File: src/rtl/adsr_pkg.sv
// Shared types and constants for the per-voice ADSR envelope generator.
// ENV_EXP_DECAY_EN widens the rate counter and adds the exponential decay/release factor.
package adsr_pkg;

   typedef enum logic [1:0] {
      ST_RELEASE = 2'd0,
      ST_ATTACK  = 2'd1,
      ST_DECAY   = 2'd2,
      ST_SUSTAIN = 2'd3
   } env_state_e;

   localparam logic [7:0] ENV_MAX = 8'd255;

   localparam logic [15:0] RATE_PERIOD [16] = '{
      16'd1,   16'd2,   16'd4,    16'd6,    16'd9,    16'd14,   16'd17,   16'd20,
      16'd25,  16'd61,  16'd122,  16'd196,  16'd245,  16'd735,  16'd1225, 16'd1960
   };

`ifdef ENV_EXP_DECAY_EN
   localparam int CNT_W = 23;

   // Lower bound of each env band and the period multiplier applied inside that band.
   localparam logic [7:0] EXP_T1 = 8'd94;
   localparam logic [7:0] EXP_T2 = 8'd55;
   localparam logic [7:0] EXP_T3 = 8'd27;
   localparam logic [7:0] EXP_T4 = 8'd15;
   localparam logic [7:0] EXP_T5 = 8'd7;

   function automatic logic [4:0] exp_factor(input logic [7:0] env);
      if (env >= EXP_T1)      return 5'd1;
      else if (env >= EXP_T2) return 5'd2;
      else if (env >= EXP_T3) return 5'd4;
      else if (env >= EXP_T4) return 5'd8;
      else if (env >= EXP_T5) return 5'd16;
      else                    return 5'd30;
   endfunction
`else
   localparam int CNT_W = 18;
`endif

endpackage

File: src/rtl/adsr_envelope_if.sv
// Bus between the controller/voice generator and the ADSR envelope block.
// Uses ENV_EXP_DECAY_EN indirectly through adsr_pkg only.
interface adsr_envelope_if #(
   parameter int WAVE_W = 10,
   parameter int ENV_W  = 8
);
   import adsr_pkg::*;

   // wave_valid_i is a one-cycle strobe with no back-pressure: every asserted cycle
   // is one update of act_voice_i, answered one cycle later by sample_valid_o.
   logic                     wave_valid_i;
   logic [1:0]               act_voice_i;
   logic signed [WAVE_W-1:0] wave_i;
   logic                     gate_i;
   logic [3:0]               attack_i;
   logic [3:0]               decay_i;
   logic [3:0]               sustain_i;
   logic [3:0]               release_i;

   logic                     sample_valid_o;
   logic [1:0]               sample_voice_o;
   logic signed [WAVE_W-1:0] sample_o;
   logic [ENV_W-1:0]         env_o;
   env_state_e               dbg_state;

   modport master (
      output wave_valid_i, act_voice_i, wave_i, gate_i,
             attack_i, decay_i, sustain_i, release_i,
      input  sample_valid_o, sample_voice_o, sample_o, env_o, dbg_state
   );

   modport slave (
      input  wave_valid_i, act_voice_i, wave_i, gate_i,
             attack_i, decay_i, sustain_i, release_i,
      output sample_valid_o, sample_voice_o, sample_o, env_o, dbg_state
   );

endinterface

File: src/rtl/adsr_envelope_scale.sv
// Combinational signed-sample by unsigned-envelope multiply, floored by >>> ENV_W.
module adsr_scale #(
   parameter int WAVE_W = 10,
   parameter int ENV_W  = 8
) (
   input  logic signed [WAVE_W-1:0] wave_i,
   input  logic [ENV_W-1:0]         env_i,
   output logic signed [WAVE_W-1:0] sample_o
);

   localparam int P_W = WAVE_W + ENV_W + 1;

   logic signed [P_W-1:0] wave_x;
   logic signed [P_W-1:0] env_x;
   logic signed [P_W-1:0] product;

   assign wave_x   = P_W'(wave_i);
   assign env_x    = $signed(P_W'({1'b0, env_i}));
   assign product  = wave_x * env_x;
   assign sample_o = WAVE_W'(product >>> ENV_W);

endmodule

File: src/rtl/adsr_envelope.sv
// Time-multiplexed ADSR envelope generator and amplitude scaler, one update per wave strobe.
// ENV_EXP_DECAY_EN selects the exponential decay/release curve; undefined gives linear.
module adsr_envelope
   import adsr_pkg::*;
#(
   parameter int NUM_VOICES = 3,
   parameter int WAVE_W     = 10,
   parameter int ENV_W      = 8
) (
   input logic             clk_i,
   input logic             rst_i,
   adsr_envelope_if.slave  bus
);

   logic [ENV_W-1:0] env_q  [NUM_VOICES];
   env_state_e       st_q   [NUM_VOICES];
   logic [CNT_W-1:0] cnt_q  [NUM_VOICES];
   logic             gate_q [NUM_VOICES];

   logic             upd;
   logic [1:0]       vidx;
   logic [ENV_W-1:0] env_cur, env_d;
   env_state_e       st_cur, st_d;
   logic [CNT_W-1:0] cnt_cur, cnt_d, cnt_inc;
   logic             gate_cur;
   logic             rise, fall, tick;
   logic [7:0]       sus_lvl;
   logic [3:0]       dr_idx;
   logic [CNT_W-1:0] p_one, p_three, p_dr, period;
   logic signed [WAVE_W-1:0] scaled;

   assign upd  = bus.wave_valid_i && (int'(bus.act_voice_i) < NUM_VOICES);
   assign vidx = upd ? bus.act_voice_i : 2'd0;

   assign env_cur  = env_q[vidx];
   assign st_cur   = st_q[vidx];
   assign cnt_cur  = cnt_q[vidx];
   assign gate_cur = gate_q[vidx];

   assign rise    = bus.gate_i & ~gate_cur;
   assign fall    = ~bus.gate_i & gate_cur;
   assign sus_lvl = {bus.sustain_i, bus.sustain_i};

   // Decay and release share the same tripled table period; attack uses the table directly.
   assign dr_idx  = (st_cur == ST_RELEASE) ? bus.release_i : bus.decay_i;
   assign p_one   = CNT_W'(RATE_PERIOD[dr_idx]);
   assign p_three = (p_one << 1) + p_one;
`ifdef ENV_EXP_DECAY_EN
   assign p_dr    = p_three * CNT_W'(exp_factor(env_cur));
`else
   assign p_dr    = p_three;
`endif
   assign period  = (st_cur == ST_ATTACK) ? CNT_W'(RATE_PERIOD[bus.attack_i]) : p_dr;
   assign cnt_inc = cnt_cur + CNT_W'(1);
   assign tick    = ({1'b0, cnt_cur} + (CNT_W+1)'(1)) >= {1'b0, period};

   always_comb begin
      env_d = env_cur;
      st_d  = st_cur;
      cnt_d = cnt_cur;
      if (rise) begin
         st_d  = ST_ATTACK;
         cnt_d = '0;
      end else if (fall) begin
         st_d  = ST_RELEASE;
         cnt_d = '0;
      end else begin
         unique case (st_cur)
            ST_ATTACK: begin
               if (env_cur == ENV_MAX) begin
                  st_d  = ST_DECAY;
                  cnt_d = '0;
               end else if (tick) begin
                  cnt_d = '0;
                  env_d = env_cur + 8'd1;
                  if (env_cur == ENV_MAX - 8'd1) st_d = ST_DECAY;
               end else begin
                  cnt_d = cnt_inc;
               end
            end
            ST_DECAY: begin
               if (env_cur <= sus_lvl) begin
                  st_d = ST_SUSTAIN;
               end else if (tick) begin
                  cnt_d = '0;
                  env_d = env_cur - 8'd1;
               end else begin
                  cnt_d = cnt_inc;
               end
            end
            ST_SUSTAIN: begin
               // Only a lowered sustain level moves the voice; a raised one never lifts env.
               if (env_cur > sus_lvl) st_d = ST_DECAY;
            end
            ST_RELEASE: begin
               if (env_cur != '0) begin
                  if (tick) begin
                     cnt_d = '0;
                     env_d = env_cur - 8'd1;
                  end else begin
                     cnt_d = cnt_inc;
                  end
               end
            end
            default: st_d = ST_RELEASE;
         endcase
      end
   end

   adsr_scale #(
      .WAVE_W (WAVE_W),
      .ENV_W  (ENV_W)
   ) u_scale (
      .wave_i   (bus.wave_i),
      .env_i    (env_d),
      .sample_o (scaled)
   );

   always_ff @(posedge clk_i) begin
      if (rst_i) begin
         for (int v = 0; v < NUM_VOICES; v++) begin
            env_q[v]  <= '0;
            st_q[v]   <= ST_RELEASE;
            cnt_q[v]  <= '0;
            gate_q[v] <= 1'b0;
         end
      end else if (upd) begin
         env_q[vidx]  <= env_d;
         st_q[vidx]   <= st_d;
         cnt_q[vidx]  <= cnt_d;
         gate_q[vidx] <= bus.gate_i;
      end
   end

   always_ff @(posedge clk_i) begin
      if (rst_i) begin
         bus.sample_valid_o <= 1'b0;
         bus.sample_voice_o <= '0;
         bus.sample_o       <= '0;
         bus.env_o          <= '0;
         bus.dbg_state      <= ST_RELEASE;
      end else begin
         bus.sample_valid_o <= upd;
         if (upd) begin
            bus.sample_voice_o <= bus.act_voice_i;
            bus.sample_o       <= scaled;
            bus.env_o          <= env_d;
            bus.dbg_state      <= st_d;
         end
      end
   end

endmodule

File: src/flat_wrapper.sv
// flat-port wrapper written by rule: the top's interface ports become plain ports
module adsr_envelope_flat import adsr_pkg::*;
#(
   parameter int NUM_VOICES = 3,
   parameter int WAVE_W     = 10,
   parameter int ENV_W      = 8
)
  (clk_i, rst_i, bus_wave_valid_i, bus_act_voice_i, bus_wave_i, bus_gate_i, bus_attack_i, bus_decay_i, bus_sustain_i, bus_release_i, bus_sample_valid_o, bus_sample_voice_o, bus_sample_o, bus_env_o, bus_dbg_state);
  adsr_envelope_if #(.WAVE_W(WAVE_W), .ENV_W(ENV_W)) bus_i ();
  input logic clk_i;
  input logic rst_i;
  input wire logic [$bits(bus_i.wave_valid_i)-1:0] bus_wave_valid_i;
  input wire logic [$bits(bus_i.act_voice_i)-1:0] bus_act_voice_i;
  input wire logic [$bits(bus_i.wave_i)-1:0] bus_wave_i;
  input wire logic [$bits(bus_i.gate_i)-1:0] bus_gate_i;
  input wire logic [$bits(bus_i.attack_i)-1:0] bus_attack_i;
  input wire logic [$bits(bus_i.decay_i)-1:0] bus_decay_i;
  input wire logic [$bits(bus_i.sustain_i)-1:0] bus_sustain_i;
  input wire logic [$bits(bus_i.release_i)-1:0] bus_release_i;
  output wire logic [$bits(bus_i.sample_valid_o)-1:0] bus_sample_valid_o;
  output wire logic [$bits(bus_i.sample_voice_o)-1:0] bus_sample_voice_o;
  output wire logic [$bits(bus_i.sample_o)-1:0] bus_sample_o;
  output wire logic [$bits(bus_i.env_o)-1:0] bus_env_o;
  output wire logic [$bits(bus_i.dbg_state)-1:0] bus_dbg_state;
  assign bus_i.wave_valid_i = bus_wave_valid_i;
  assign bus_i.act_voice_i = bus_act_voice_i;
  assign bus_i.wave_i = bus_wave_i;
  assign bus_i.gate_i = bus_gate_i;
  assign bus_i.attack_i = bus_attack_i;
  assign bus_i.decay_i = bus_decay_i;
  assign bus_i.sustain_i = bus_sustain_i;
  assign bus_i.release_i = bus_release_i;
  assign bus_sample_valid_o = bus_i.sample_valid_o;
  assign bus_sample_voice_o = bus_i.sample_voice_o;
  assign bus_sample_o = bus_i.sample_o;
  assign bus_env_o = bus_i.env_o;
  assign bus_dbg_state = bus_i.dbg_state;
  adsr_envelope #(.NUM_VOICES(NUM_VOICES), .WAVE_W(WAVE_W), .ENV_W(ENV_W)) u_core (.clk_i(clk_i), .rst_i(rst_i), .bus(bus_i));
endmodule
File: config.mk
export PLATFORM = sky130hd
export DESIGN_NAME = adsr_envelope_flat
export DESIGN_NICKNAME = d
export VERILOG_FILES = /design/src/rtl/adsr_pkg.sv /design/src/rtl/adsr_envelope_if.sv /design/src/rtl/adsr_envelope_scale.sv /design/src/rtl/adsr_envelope.sv /design/src/flat_wrapper.sv
export SDC_FILE = /design/constraint.sdc
export NUM_CORES = 1
export LEC_CHECK = 0
export CAP_MARGIN = 20
export CORE_UTILIZATION = 39
export DETAILED_ROUTE_END_ITERATION = 8
export GPL_TIMING_DRIVEN = 0
export SLEW_MARGIN = 20
export SYNTH_ARGS = -nofsm -noshare
export SYNTH_HDL_FRONTEND = slang
export SYNTH_SLANG_ARGS = --single-unit
File: constraint.sdc
create_clock -name clk_i -period 12.8 [get_ports clk_i]
set_clock_uncertainty 0.2 [all_clocks]
set_input_delay 1.92 -clock clk_i [delete_from_list [all_inputs] [get_ports clk_i]]
set_output_delay 1.92 -clock clk_i [all_outputs]
set_load 0.05 [all_outputs]
==> run metrics, run 1 <==
maxcap violations=0; grt met2 use=38.9%; CP endpoint=u_core.bus.sample_o[8]; number of global-route vias before repair=9392; FF-to-FF setup slack=1.71 ns; core area=27300 um2; first-pass detailed-route iteration total=5; DRC viols=0; worst flop-to-flop path endpoint=u_core.bus.sample_o[8]; Mapped Avg Cell Area=8.59 um2; layout cells sized above 1=16.6%; Root Buffer=clkbuf_16; post-synthesis mux area share=1.63%; Final Hold Fails=0; detail-routed via count per cell=5.55; synth warn=0; CP endpoint kind=register; HP Class=reg2reg; critical path class=in2reg; adder-cell share of the synthesized area=20.6%; R2R depth=54; final std cells w/o fill=1767; chip width=169 um; Worst path max stage delay=0.60 ns; synth top area cells=edfxtp_1 24%, fa_1 12%, ha_1 8.8%; Worst R2R Start=u_core.st_q[0][0]; post-synth top area share=23.9%; drt wl/cell=18.3 um; Reg clk slew, reported paths=0.07 ns; Port Buffers=50; Tcrit/Tclk final=97.2%; hpwl dp=23.8 mm; status=complete, no violations; Synth cell types=86; row count=60; CTS tree=built; DP Cell Count=1698; Hold Path Stages=2; RD Place Congestion=0.888; cell area after synthesis=10900 um2; fill count=2604; H-tree level count=3; largest net degree at the start of global routing=22; worst vdd ir=235 uV; # IOs=55; Pleak=5.42 nW; synthesized instance count=1273; most area-hungry cell type in the Yosys netlist=edfxtp_1; most frequent cells in the layout=153 x nor2_1, 125 x inv_1, 120 x nand2_1, 87 x edfxtp_1, 65 x ha_1; Post-synth EDFFs=87; Final setup viols=0; Design Area, Final=13300 um2; fmax=80.4 MHz; Max Root-Sink Buffers=2; nets=1564; Area Overhead vs Synth=22.1%; gr ovfl total=0; Slew HR=43.2%; Total GRT Usage=22.5%; Period minus WS final=12.44 ns; Routed Antenna Nets=0; Total Neg Setup Slack=0 ns; initial core utilization=40.1%; RSZ-0062 raised after global routing=yes; Worst setup startpoint=bus_act_voice_i[0]; busiest grt layer=met2; clock buffer count from CTS=9; Power Total=0.00228 W; syn nets=1446; Vias=9799; initial antenna violation count=0; global-route wire length before repair=50.4 mm; met1 GRT Util=29.4%; Critical Path Start Type=input port; Required @ worst endpoint=12.90 ns; Synth Flop Type=edfxtp_1; #FFs+latches synth=110; Power Density=171 nW/um2; WP data arrival=12.54 ns; Slew @ Worst Pin=0.853 ns; Inserted Diodes=0; met3 Use GR=2.87%; slowest CP cell=fa_2; Post-Route WL=32.3 mm; Post-Synth Simple-Gate Area=21.8%; CP Max Fanout=8; sequential element share of the synthesized area=28.1%; commonest non-fill, non-tap cell in the layout=nor2_1; largest family of logic cells by synthesized area=simple AND/OR/NAND/NOR gates; clk_lat worst skew=0.36 ns; Final Max Tran Viols=0; die area=28700 um2; Async SR Flop Fraction=0%; CTS sink cnt=110; Post-Synth XOR/XNOR Area=3.11%; Compound-Gate Fraction of Synth Area=17.1%; DRT iter0 DRCs=748; Cell Area, Placed=12000 um2; die extent in y=169 um
## how the worst min path moves through the flow
stage | startpoint | to | slack (ns)
floorplan | u_core.bus.sample_o[2] | u_core.bus.sample_o[2] | 0.47
global placement | u_core.bus.sample_o[7] | u_core.bus.sample_o[7] | 0.24
detailed placement | u_core.bus.sample_o[0] | u_core.bus.sample_o[0] | 0.25
CTS | u_core.bus.sample_o[0] | u_core.bus.sample_o[0] | 0.26
global route | u_core.bus.sample_o[7] | u_core.bus.sample_o[7] | 0.28
finish | u_core.bus.sample_o[0] | u_core.bus.sample_o[0] | 0.26
## registers in the layout (all words and copies together), names as in the netlist
register	cells
u_core.env_q	24
u_core.bus.sample_voice_o	2
u_core.cnt_q	54
u_core.gate_q	3
u_core.bus.sample_valid_o	1
u_core.bus.sample_o	10
u_core.st_q	6
u_core.bus.env_o	8
u_core.bus.dbg_state	2
## metrics by stage
stage / hold WS (ns) / utilization, % / setup WS [ns]
2_1_floorplan: 0.471 / - / 0.00583
3_3_place_gp: 0.243 / 43.7 / -3.16
3_5_place_dp: 0.249 / 44.0 / -3.26
4_1_cts: 0.264 / 46.6 / -0.00146
5_1_grt: 0.282 / 49.0 / -0.0667
6_report: 0.262 / 49.0 / 0.360
## worst max-delay path: cells and delay by family
kind,cells,cell delay [ns]
XOR/XNOR,1,0.16
multiplexers,3,0.73
AO/OA/AOI/OAI,18,2.88
adder cells (fa/ha/maj),8,3.23
buffers and inverters,13,1.54
AND/OR/NAND/NOR,15,2.02
## repair_timing
action,CTS,global route
pin swaps,22,49
hold buffers,0,0
setup endpoints to repair,10,10
setup buffers,22,35
gates cloned,1,0
gates resized for setup,85,98
## synthesized netlist by cell type (23+ instances only)
library cell and instances:
nor2_1 157, inv_1 130, nand2_1 126, edfxtp_1 87
ha_1 77, a21oi_1 74, fa_1 64, clkbuf_1 36
nor2b_1 36, o21ai_0 36, and2_1 30, nand3_1 29
buf_2 23, dfxtp_1 23, nor3_1 23, xnor2_1 23
## logic make-up after synthesis
kind of cell	after synthesis
AND/OR/NAND/NOR	491
AO/OA/AOI/OAI	271
buffers and inverters	205
adder cells (fa/ha/maj)	142
flip-flops	110
XOR/XNOR	38
multiplexers	16
## area by class of cell
class	instances	area, um2	share of cell area [%]
Timing Repair Buffer	110	1020	7.63
Inverter	134	508	3.81
Buffer	68	477	3.57
Multi-Input combinational cell	958	7540	56.5
Clock inverter	5	33.8	0.253
Sequential cell	110	3070	23.0
Tap cell	372	465	3.49
Clock buffer	10	229	1.72
## power by group
group          internal [W]  total (W)  switching (W)  leakage, nW
registers          0.000414   0.000426      0.0000123         1.10
clock network      0.000132   0.000264       0.000132        0.129
logic              0.000700    0.00159       0.000894         4.19
## layer usage
layer	up-vias	share of wire, %
met5	-	0
met4	0	2.4
met3	61	5.5
met2	342	50
met1	4743	42
li1	4653	-
(Power assumes the default switching activity.)
==> run 2: changes to the inputs <==
- clock period: 12.8 -> 11.2 ns (I/O delays scaled with it)
==> run metrics, run 2 (synthesized netlist as in run 1, its figures left out) <==
Total GRT Usage=23.3%; critical path class=in2reg; most frequent cells in the layout=153 x nor2_1, 115 x inv_1, 110 x nand2_1, 87 x edfxtp_1, 76 x buf_4; DRT iter0 DRCs=709; top flop regs=u_core.cnt_q x54, u_core.env_q x24, u_core.bus.sample_o x10; Post-Route WL=33.4 mm; Max Root-Sink Buffers=2; Largest register FFs=54; Design Area, Final=13900 um2; clock buffer count from CTS=9; detail-routed via count per cell=5.57; drt wl/cell=18.6 um; post-cts hold buffer count=0; Required @ worst endpoint=11.24 ns; FF-to-FF setup slack=0.53 ns; clk_lat worst skew=0.35 ns; Area Overhead vs Synth=27.2%; die area=28700 um2; Buf+Inv Stages, Crit Path=12; Routed Antenna Nets=0; # IOs=55; first-pass detailed-route iteration total=7; RSZ-0062 raised after global routing=yes; Cell Area, Placed=12400 um2; DRC viols=0; Tcrit/Tclk final=106%; commonest non-fill, non-tap cell in the layout=nor2_1; WP data arrival=11.86 ns; initial antenna violation count=0; Period minus WS final=11.82 ns; Placement Setup Slack=-2.81 ns; chip width=169 um; CP Max Fanout=10; Power Density=212 nW/um2; Port Buffers=50; Power Total=0.00295 W; maxcap violations=0; fmax=84.6 MHz; Vias=9985; slowest CP cell=fa_1; worst vdd ir=401 uV; status=complete, but fails checks; CTS sink cnt=110; setup ws final=-0.625 ns; Reg clk slew, reported paths=0.08 ns; HP Class=reg2reg; met3 Use GR=2.64%; initial core utilization=40.1%; largest net degree at the start of global routing=30; CP endpoint=u_core.bus.sample_o[8]; CTS tree=built; Inserted Diodes=0; fill count=2572; busiest grt layer=met2; Final setup viols=10; core area=27300 um2; die extent in y=169 um; RD Place Congestion=0.896; Final Hold Fails=0; hpwl dp=23.7 mm; Worst R2R Start=u_core.st_q[0][0]; gr ovfl total=0; row count=60; Worst path max stage delay=0.55 ns; Critical Path Start Type=input port; Worst setup startpoint=bus_act_voice_i[0]; layout cells sized above 1=21.9%; Pleak=5.65 nW; R2R depth=53; grt met2 use=40.7%; Final Max Tran Viols=0; failing checks=setup timing; cell count along the critical path=55; Slew HR=42.5%; worst flop-to-flop path endpoint=u_core.bus.sample_o[8]; met1 GRT Util=30.6%; CP endpoint kind=register; cell family with the largest share of critical-path delay=compound AO/OA/AOI/OAI gates; Largest Register=u_core.cnt_q; nets=1588; number of global-route vias before repair=9662; Slew @ Worst Pin=0.856 ns; Root Buffer=clkbuf_16; H-tree level count=3; global-route wire length before repair=52.0 mm; hold_sp=u_core.bus.sample_o[3]
[run 2: per-stage QoR]
| stage | std cells | setup TNS, ns | hold WS, ns | util [%] |
|---|---|---|---|---|
| after CTS | 1775 | -3.51 | 0.263 | 49.9 |
| after floorplan | 1273 | -0.920 | 0.471 | - |
| after global placement | 1695 | -24.78 | 0.244 | 45.1 |
| final | 1792 | -4.65 | 0.262 | 51.0 |
| after detailed placement | 1697 | -25.40 | 0.246 | 45.3 |
| after global routing | 1792 | -9.08 | 0.280 | 51.0 |
[run 2: routing by layer]
metal  vias up  part of all wire [%]
met5         -                     0
met4         0                   2.0
met3        47                   6.7
met2       377                    49
met1      4867                    42
li1       4694                     -
[run 2: worst register-to-register path, delay by kind of cell (launching register included)]
family / cells / cell delay (ns)
flip-flops: 1 / 0.40
XOR/XNOR: 1 / 0.19
AND/OR/NAND/NOR: 15 / 1.83
multiplexers: 3 / 0.74
AO/OA/AOI/OAI: 17 / 3.08
adder cells (fa/ha/maj): 8 / 3.00
buffers and inverters: 9 / 1.14
[run 2: where the power goes]
group,switching [W],internal [W],leakage (nW)
sequential,0.0000153,0.000473,1.10
combinational,0.00113,0.00100,4.40
clock,0.000154,0.000175,0.149
total,0.00130,0.00165,5.65
[run 2: worst min-delay path by stage]
stage                                         to  slack [ns]  cells after the start
after detailed placement  u_core.bus.sample_o[3]        0.25                      2
after CTS                 u_core.bus.sample_o[3]        0.26                      2
after global placement    u_core.bus.sample_o[0]        0.24                      2
final                     u_core.bus.sample_o[3]        0.26                      2
after floorplan           u_core.bus.sample_o[2]        0.47                      2
after global routing      u_core.bus.sample_o[0]        0.28                      2
[run 2: repair_timing]
action / in CTS / in global routing
setup endpoints to repair: 10 / 10
resized for setup: 107 / 45
gates cloned: 2 / 0
setup buffers: 61 / 19
pin swaps: 78 / 67
[run 2: area by class of cell]
| class | count | area (um2) | area share [%] |
|---|---|---|---|
| inverter | 134 | 510 | 3.67 |
| buffer | 69 | 529 | 3.81 |
| timing repair buffer | 133 | 1200 | 8.67 |
| sequential | 110 | 3070 | 22.1 |
| multi-input combinational | 958 | 7820 | 56.2 |
| clock inverter | 7 | 72.6 | 0.522 |
| clock buffer | 9 | 225 | 1.62 |
| tap | 372 | 465 | 3.35 |
